==> config.mk <==
export PLATFORM = sky130hd
export DESIGN_NAME = fp_byte_stream_loader
export DESIGN_NICKNAME = d
export VERILOG_FILES = /design/src/rtl/fp_byte_stream_loader.sv
export SDC_FILE = /design/constraint.sdc
export NUM_CORES = 1
export LEC_CHECK = 0
export BUFFER_PORTS_ARGS = -buffer_cell sky130_fd_sc_hd__buf_2
export CAP_MARGIN = 15
export CORE_MARGIN = 5
export CORE_UTILIZATION = 52
export DETAILED_ROUTE_END_ITERATION = 10
export HOLD_SLACK_MARGIN = 0.05
export PLACE_DENSITY = 0.84
export SETUP_SLACK_MARGIN = 0.15
export SLEW_MARGIN = 20
export SYNTH_ARGS = -nofsm -noshare
export SYNTH_HDL_FRONTEND = slang
export SYNTH_SLANG_ARGS = --single-unit
==> constraint.sdc <==
create_clock -name clk -period 3.8 [get_ports clk]
set_input_delay 0.57 -clock clk [delete_from_list [all_inputs] [get_ports clk]]
set_output_delay 0.57 -clock clk [all_outputs]
set_load 0.02 [all_outputs]
==> src/rtl/fp_byte_stream_loader.sv <==
// Byte-serial operand loader and result drainer for the 32-bit FP ALU core.
// Optional result-wait watchdog enabled by defining FP_TIMEOUT_EN.
module fp_byte_stream_loader #(
    parameter int WIDTH          = 32,
    parameter int OPW            = 3,
    parameter int TIMEOUT_CYCLES = 255
) (
    input  logic             clk,
    input  logic             rst_n,
    input  logic             ena,
    input  logic             flush,
    input  logic [7:0]       byte_in,
    input  logic             byte_stb,
    input  logic [OPW-1:0]   op_in,
    output logic [WIDTH-1:0] op_a,
    output logic [WIDTH-1:0] op_b,
    output logic [OPW-1:0]   op_code,
    output logic             op_valid,
    input  logic             op_ready,
    input  logic [WIDTH-1:0] res_in,
    input  logic             res_valid,
    output logic [7:0]       byte_out,
    output logic             byte_out_valid,
    input  logic             byte_ack,
    output logic             busy,
    output logic             timeout
);
    localparam int NB = WIDTH / 8;
    localparam int CW = (NB > 1) ? $clog2(NB) : 1;

    if ((WIDTH % 8) != 0 || WIDTH < 8) begin : g_bad_width
        $error("WIDTH must be a positive multiple of 8");
    end
    if (TIMEOUT_CYCLES < 1) begin : g_bad_timeout
        $error("TIMEOUT_CYCLES must be at least 1");
    end

    typedef enum logic [2:0] {
        LOAD_A   = 3'd0,
        LOAD_B   = 3'd1,
        ISSUE    = 3'd2,
        WAIT_RES = 3'd3,
        DRAIN    = 3'd4
    } state_t;

    state_t           state, state_nx;
    logic [CW-1:0]    cnt;
    logic [WIDTH-1:0] res_sh;
    logic             last_byte;
    logic             ack_take;
    logic             expire;

    assign last_byte = (cnt == CW'(NB - 1));
    assign ack_take  = byte_ack && byte_out_valid;
    assign byte_out  = res_sh[7:0];
    assign busy      = (state == ISSUE) || (state == WAIT_RES) || (state == DRAIN);

`ifdef FP_TIMEOUT_EN
    localparam int TW = ($clog2(TIMEOUT_CYCLES + 1) > 8) ? $clog2(TIMEOUT_CYCLES + 1) : 8;
    logic [TW-1:0] tcnt;

    assign expire = (tcnt == TW'(TIMEOUT_CYCLES - 1));

    // Counter sits at zero outside WAIT_RES, so every entry starts a fresh window.
    always_ff @(posedge clk or negedge rst_n) begin
        if (!rst_n) begin
            tcnt    <= '0;
            timeout <= 1'b0;
        end else if (ena) begin
            if (flush) begin
                tcnt    <= '0;
                timeout <= 1'b0;
            end else if (state != WAIT_RES) begin
                tcnt <= '0;
            end else if (!res_valid) begin
                if (expire) timeout <= 1'b1;
                else        tcnt    <= tcnt + 1'b1;
            end
        end
    end
`else
    assign expire  = 1'b0;
    assign timeout = 1'b0;
`endif

    always_ff @(posedge clk or negedge rst_n) begin
        if (!rst_n) state <= LOAD_A;
        else if (ena) state <= state_nx;
    end

    always_comb begin
        state_nx = state;
        case (state)
            LOAD_A:   if (byte_stb && last_byte) state_nx = LOAD_B;
            LOAD_B:   if (byte_stb && last_byte) state_nx = ISSUE;
            ISSUE:    if (op_ready) state_nx = WAIT_RES;
            WAIT_RES: if (res_valid || expire) state_nx = DRAIN;
            DRAIN:    if (ack_take && last_byte) state_nx = LOAD_A;
            default:  state_nx = LOAD_A;
        endcase
        if (flush) state_nx = LOAD_A;
    end

    always_ff @(posedge clk or negedge rst_n) begin
        if (!rst_n) begin
            cnt            <= '0;
            op_a           <= '0;
            op_b           <= '0;
            op_code        <= '0;
            op_valid       <= 1'b0;
            res_sh         <= '0;
            byte_out_valid <= 1'b0;
        end else if (ena) begin
            if (flush) begin
                cnt            <= '0;
                op_valid       <= 1'b0;
                res_sh         <= '0;
                byte_out_valid <= 1'b0;
            end else begin
                case (state)
                    LOAD_A: if (byte_stb) begin
                        op_a[8*cnt +: 8] <= byte_in;
                        cnt              <= last_byte ? '0 : cnt + 1'b1;
                    end
                    LOAD_B: if (byte_stb) begin
                        op_b[8*cnt +: 8] <= byte_in;
                        cnt              <= last_byte ? '0 : cnt + 1'b1;
                        if (last_byte) begin
                            op_code  <= op_in;
                            op_valid <= 1'b1;
                        end
                    end
                    ISSUE: if (op_ready) op_valid <= 1'b0;
                    WAIT_RES: begin
                        // A real result beats a same-cycle watchdog expiry.
                        if (res_valid) begin
                            res_sh         <= res_in;
                            byte_out_valid <= 1'b1;
                        end else if (expire) begin
                            res_sh         <= WIDTH'(32'h7FC0_0000);
                            byte_out_valid <= 1'b1;
                        end
                    end
                    DRAIN: if (ack_take) begin
                        res_sh <= res_sh >> 8;
                        cnt    <= last_byte ? '0 : cnt + 1'b1;
                        if (last_byte) byte_out_valid <= 1'b0;
                    end
                    default: ;
                endcase
            end
        end
    end

endmodule

Word level (Yosys, flattened, before mapping)
Index checks and enable logic that the tools add are counted.
{"block": "totals", "register_bits": 106, "word_cells": 74}
{"block": "op_classes", "n_addsub": 2, "eq_ne": 15, "n_shift": 2, "mux": 28, "n_bitwise": 1, "n_reduce_logical": 18}
{"op": "32-bit two-way mux", "n": 3}
{"op": "32-bit bitwise mux", "n": 2}
{"op": "32-bit one-hot mux with 2 select lines", "n": 1}
{"op": "5-bit negation with 34-bit output", "n": 1}
{"op": "8-bit by 34-bit variable shift with 32-bit output, first input constant", "n": 1}
{"op": "8-bit by 34-bit indexed part select with 32-bit output", "n": 1}
{"op": "3-bit inequality test, second input constant", "n": 8}
{"op": "3-bit two-way mux", "n": 6}
{"op": "4-bit AND reduction", "n": 4}
{"op": "3-bit one-hot mux with 5 select lines", "n": 1}
{"op": "5-bit AND reduction", "n": 3}
{"op": "3-bit nonzero test", "n": 3}
{"op": "1-bit two-way mux", "n": 8}
{"op": "2-bit two-way mux", "n": 4}
{"op": "3-bit by 2-bit == test with 1-bit output, second input constant", "n": 2}
{"op": "6-bit AND reduction", "n": 1}
{"op": "1-bit one-hot mux with 2 select lines", "n": 2}
{"op": "2-bit one-hot mux with 2 select lines", "n": 1}
{"op": "3-bit by 1-bit == test with 1-bit output, second input constant", "n": 1}
{"op": "3-bit == test, second input constant", "n": 1}
{"op": "1-bit logical AND", "n": 3}
{"op": "3-bit zero test", "n": 1}
{"op": "3-bit by 1-bit inequality test with 1-bit output, second input constant", "n": 1}
{"op": "3-bit by 2-bit inequality test with 1-bit output, second input constant", "n": 1}
{"op": "5 further kinds", "n": 6}

Longest topological paths before layout
{"block": "logic_depth", "ltp_word": 5, "depth_mapped": 7}

Worst setup path before layout
No wires, ideal clock.
{"block": "synth_timing", "path_type": "reg2out", "from": "register state[0]", "to": "output port busy", "arrival_time_ns": 1.321, "slack_ns": 1.909, "stages_incl_launch_ff": 5, "path_cell_list": "dfrtp_1 > or3b_1 > buf_4 > clkbuf_1 > nand2_1"}
{"block": "synth_between", "elab_chain_len": 3, "word_cells_on_any_way": 5}
{"item": "from (decl)", "line": "46", "source": "state_t state, state_nx;"}
{"item": "from (signal assigned)", "line": "88", "source": "else if (ena) state <= state_nx;"}
{"item": "3-bit by 2-bit == test with 1-bit output", "line": "56", "source": "assign busy = (state == ISSUE) || (state == WAIT_RES) || (state == DRAIN);"}
{"item": "1-bit logical OR", "line": "56"}
{"item": "1-bit logical OR *", "line": "56"}
{"item": "to (decl)", "line": "25", "source": "output logic busy,"}
Every way passes the cells marked *; elsewhere a longest branch is shown, timed or not.

Final worst setup path
Ends and elaborated chain as after synthesis.

==> impl_metrics.tcl <==
set metrics [dict create \
    die_h_microns 108 \
    crit_required_ps 3230 \
    grt_pass1_wl_microns 19200 \
    io_buffers 128 \
    antenna_found_initial 0 \
    hold_viol 0 \
    rows 35 \
    fin_ws_ps 1100 \
    avgViaCountPerCell 5.44 \
    antennaDiodeCount 0 \
    syn_inst 413 \
    grt_util_all_layers 0.210 \
    met3WireLength_microns 1120 \
    slew_headroom 0.437 \
    pre_cts_slack_ps 1130 \
    setup_violations 0 \
    syn-num-nets 469 \
    cts_buffer_depth 2 \
    vias 3594 \
    die_area_sq_um 11600 \
    setup_tns_ps 0 \
    final_cell_mix "127 x buf_2, 106 x dfrtp_1, 57 x nand2_1" \
    fmax_ghz 0.370 \
    top_layer "met4" \
    place.gp.congestion 0.813 \
    hold_path.class "input pin to async pin" \
    ff2ff_path_depth 5 \
    cts_tree "done" \
    max_cap_viol_count 0 \
    powerDensity_nw_per_um2 555 \
    drc 0 \
    postCtsResizedCells 0 \
    status "completed" \
    synth_warnings 0 \
    cts.sinks 106 \
    area_delta_synth_final_pct 16.1 \
    core_sq_um 9280 \
    ant_nets 0 \
    fin_nets 583 \
    ir_drop_v 0.000324 \
    io_pins 130 \
    cts_buffers 9 \
    synth.avg_cell_area_sq_um 12.1 \
    ys_seq_area_frac 0.532 \
    ys_ff_latch 106 \
    finClkSkew_ps 14.5 \
    finalCritPeriodShare 0.710 \
    layout_min_cycle_time_ps 2700 \
    r2r-end "res_sh[0]" \
    holdBufCountCts 0 \
    hpwlAfterDp_microns 8370 \
    clk_latency_ps 380 \
    reg2reg_slack_ps 1110 \
    wl_per_cell_microns 17.7 \
    report.final.slew_viol_count 0 \
    clk_pin_slew_ps 110 \
    crit_fanout 26 \
    drive_above_1_share 0.436 \
    rsz0062_at_grt "no" \
    h-tree-depth 3 \
    placed_cell_area_sq_um 5600 \
    post_cts_buffers 0 \
    layout_commonest_cell "buf_2" \
    netlist_area_sq_um 4990 \
    grt_pass1_vias 3823 \
    path_class "flop to output pin" \
    route.met2.wl_microns 5460 \
    design_area_sq_um 5790 \
    detail_route.iter0.violations 178 \
    startpoint_type "flop" \
    ys_types 36 \
    arrival_ps 2130 \
    start_util 0.537 \
    routedLengthMet1_microns 4930 \
    first_pass_iters 5 \
    fillers 790 \
    hold_slack_ps 229 \
    cts-root-buf "clkbuf_8" \
    grt_remaining_overflow 0 \
    die_w_microns 108 \
    r2r-start "state[0]" \
    cp-end-kind "output pin" \
    wl_microns 11700 \
    p_leak_nw 3.10 \
    grt_max_degree 89 \
    tightestPinTransition_ps 842 \
]
## worst max-delay path: stages (launching register included)
cell     delay (ps)
dfrtp_1         660
or3b_1          740
nand2_1         150
buf_2           200
## where the power goes
group          internal (mW)  switching (mW)  total [mW]  leakage [nW]
Combinational          0.468           0.604        1.07          1.56
Clock                  0.250           0.419       0.669        0.0897
Sequential              1.32           0.147        1.47          1.45
## cell type report
type	instances	area, sq um	area share
Sequential cell	106	2650	0.458
Inverter	12	45.0	0.00778
Timing Repair Buffer	132	677	0.117
Clock buffer	9	124	0.0214
Multi-Input combinational cell	266	2070	0.357
Tap cell	129	161	0.0279
Clock inverter	7	60.1	0.0104
## worst max-delay path by stage
| stage | from | end | slack [ps] |
|---|---|---|---|
| 5_1_grt | state[0] | busy | 960 |
| 4_1_cts | state[1] | busy | 1080 |
| 3_5_place_dp | state[1] | res_sh[1] | 1130 |
| 2_1_floorplan | state[0] | busy | 1910 |
| 3_3_place_gp | state[1] | res_sh[0] | 1220 |
| 6_report | state[0] | busy | 1100 |
## synth_stat cells
master    count  share of area
a211oi_1      2         0.0030
a21bo_2       1         0.0020
a21oi_1      28          0.028
a22o_1       21          0.037
and2_1       24          0.030
and3_1        2         0.0025
buf_12        2         0.0080
buf_2         2         0.0020
buf_4        12          0.018
buf_6         4         0.0090
clkbuf_1      9         0.0068
conb_1        1        0.00075
dfrtp_1     106           0.53
ha_1          5          0.013
inv_1        12         0.0090
mux2_2       55           0.12
mux2_4       20          0.060
nand2_1      57          0.043
nand2_2       3         0.0038
nand2b_1      2         0.0025
nand3b_1      1         0.0015
nand3b_4      1         0.0040
nand4_1       8          0.010
nor2_1        6         0.0045
nor2_4        1         0.0023
nor3_1        4         0.0040
nor3b_1       3         0.0045
nor3b_4       1         0.0038
nor4_4        1         0.0043
nor4b_1       1         0.0018
nor4b_4       1         0.0048
nor4bb_1      1         0.0020
o21a_1        1         0.0015
o21ai_0      13          0.013
o221ai_1      1         0.0018
or3b_1        1         0.0018
## registers in the layout, summed over array words and instances (netlist names)
name            flops
res_sh             32
cnt                 2
state               3
byte_out_valid      1
op_a               32
op_valid            1
op_b               32
op_code             3
## cells by family after synthesis
group,synth area share
AND/OR/NAND/NOR,0.131
flip-flops,0.532
multiplexers,0.184
AO/OA/AOI/OAI,0.0863
buffers and inverters,0.0529
adder cells (fa/ha/maj),0.0125
other,0.000752
## through the flow
step / instances / utilization / total power [mW]
2_1_floorplan: 413 / - / 2.31
3_3_place_gp: 645 / 0.603 / 2.52
3_5_place_dp: 645 / 0.603 / 2.56
4_1_cts: 661 / 0.623 / 3.23
5_1_grt: 661 / 0.624 / 3.39
6_report: 661 / 0.624 / 3.21
## metal layers
| layer | GRT usage | vias up |
|---|---|---|
| met5 | 0 | - |
| met4 | 0.0586 | 0 |
| met3 | 0.0834 | 18 |
| met2 | 0.337 | 145 |
| met1 | 0.264 | 1780 |
| li1 | - | 1651 |
(Power assumes the default switching activity.)
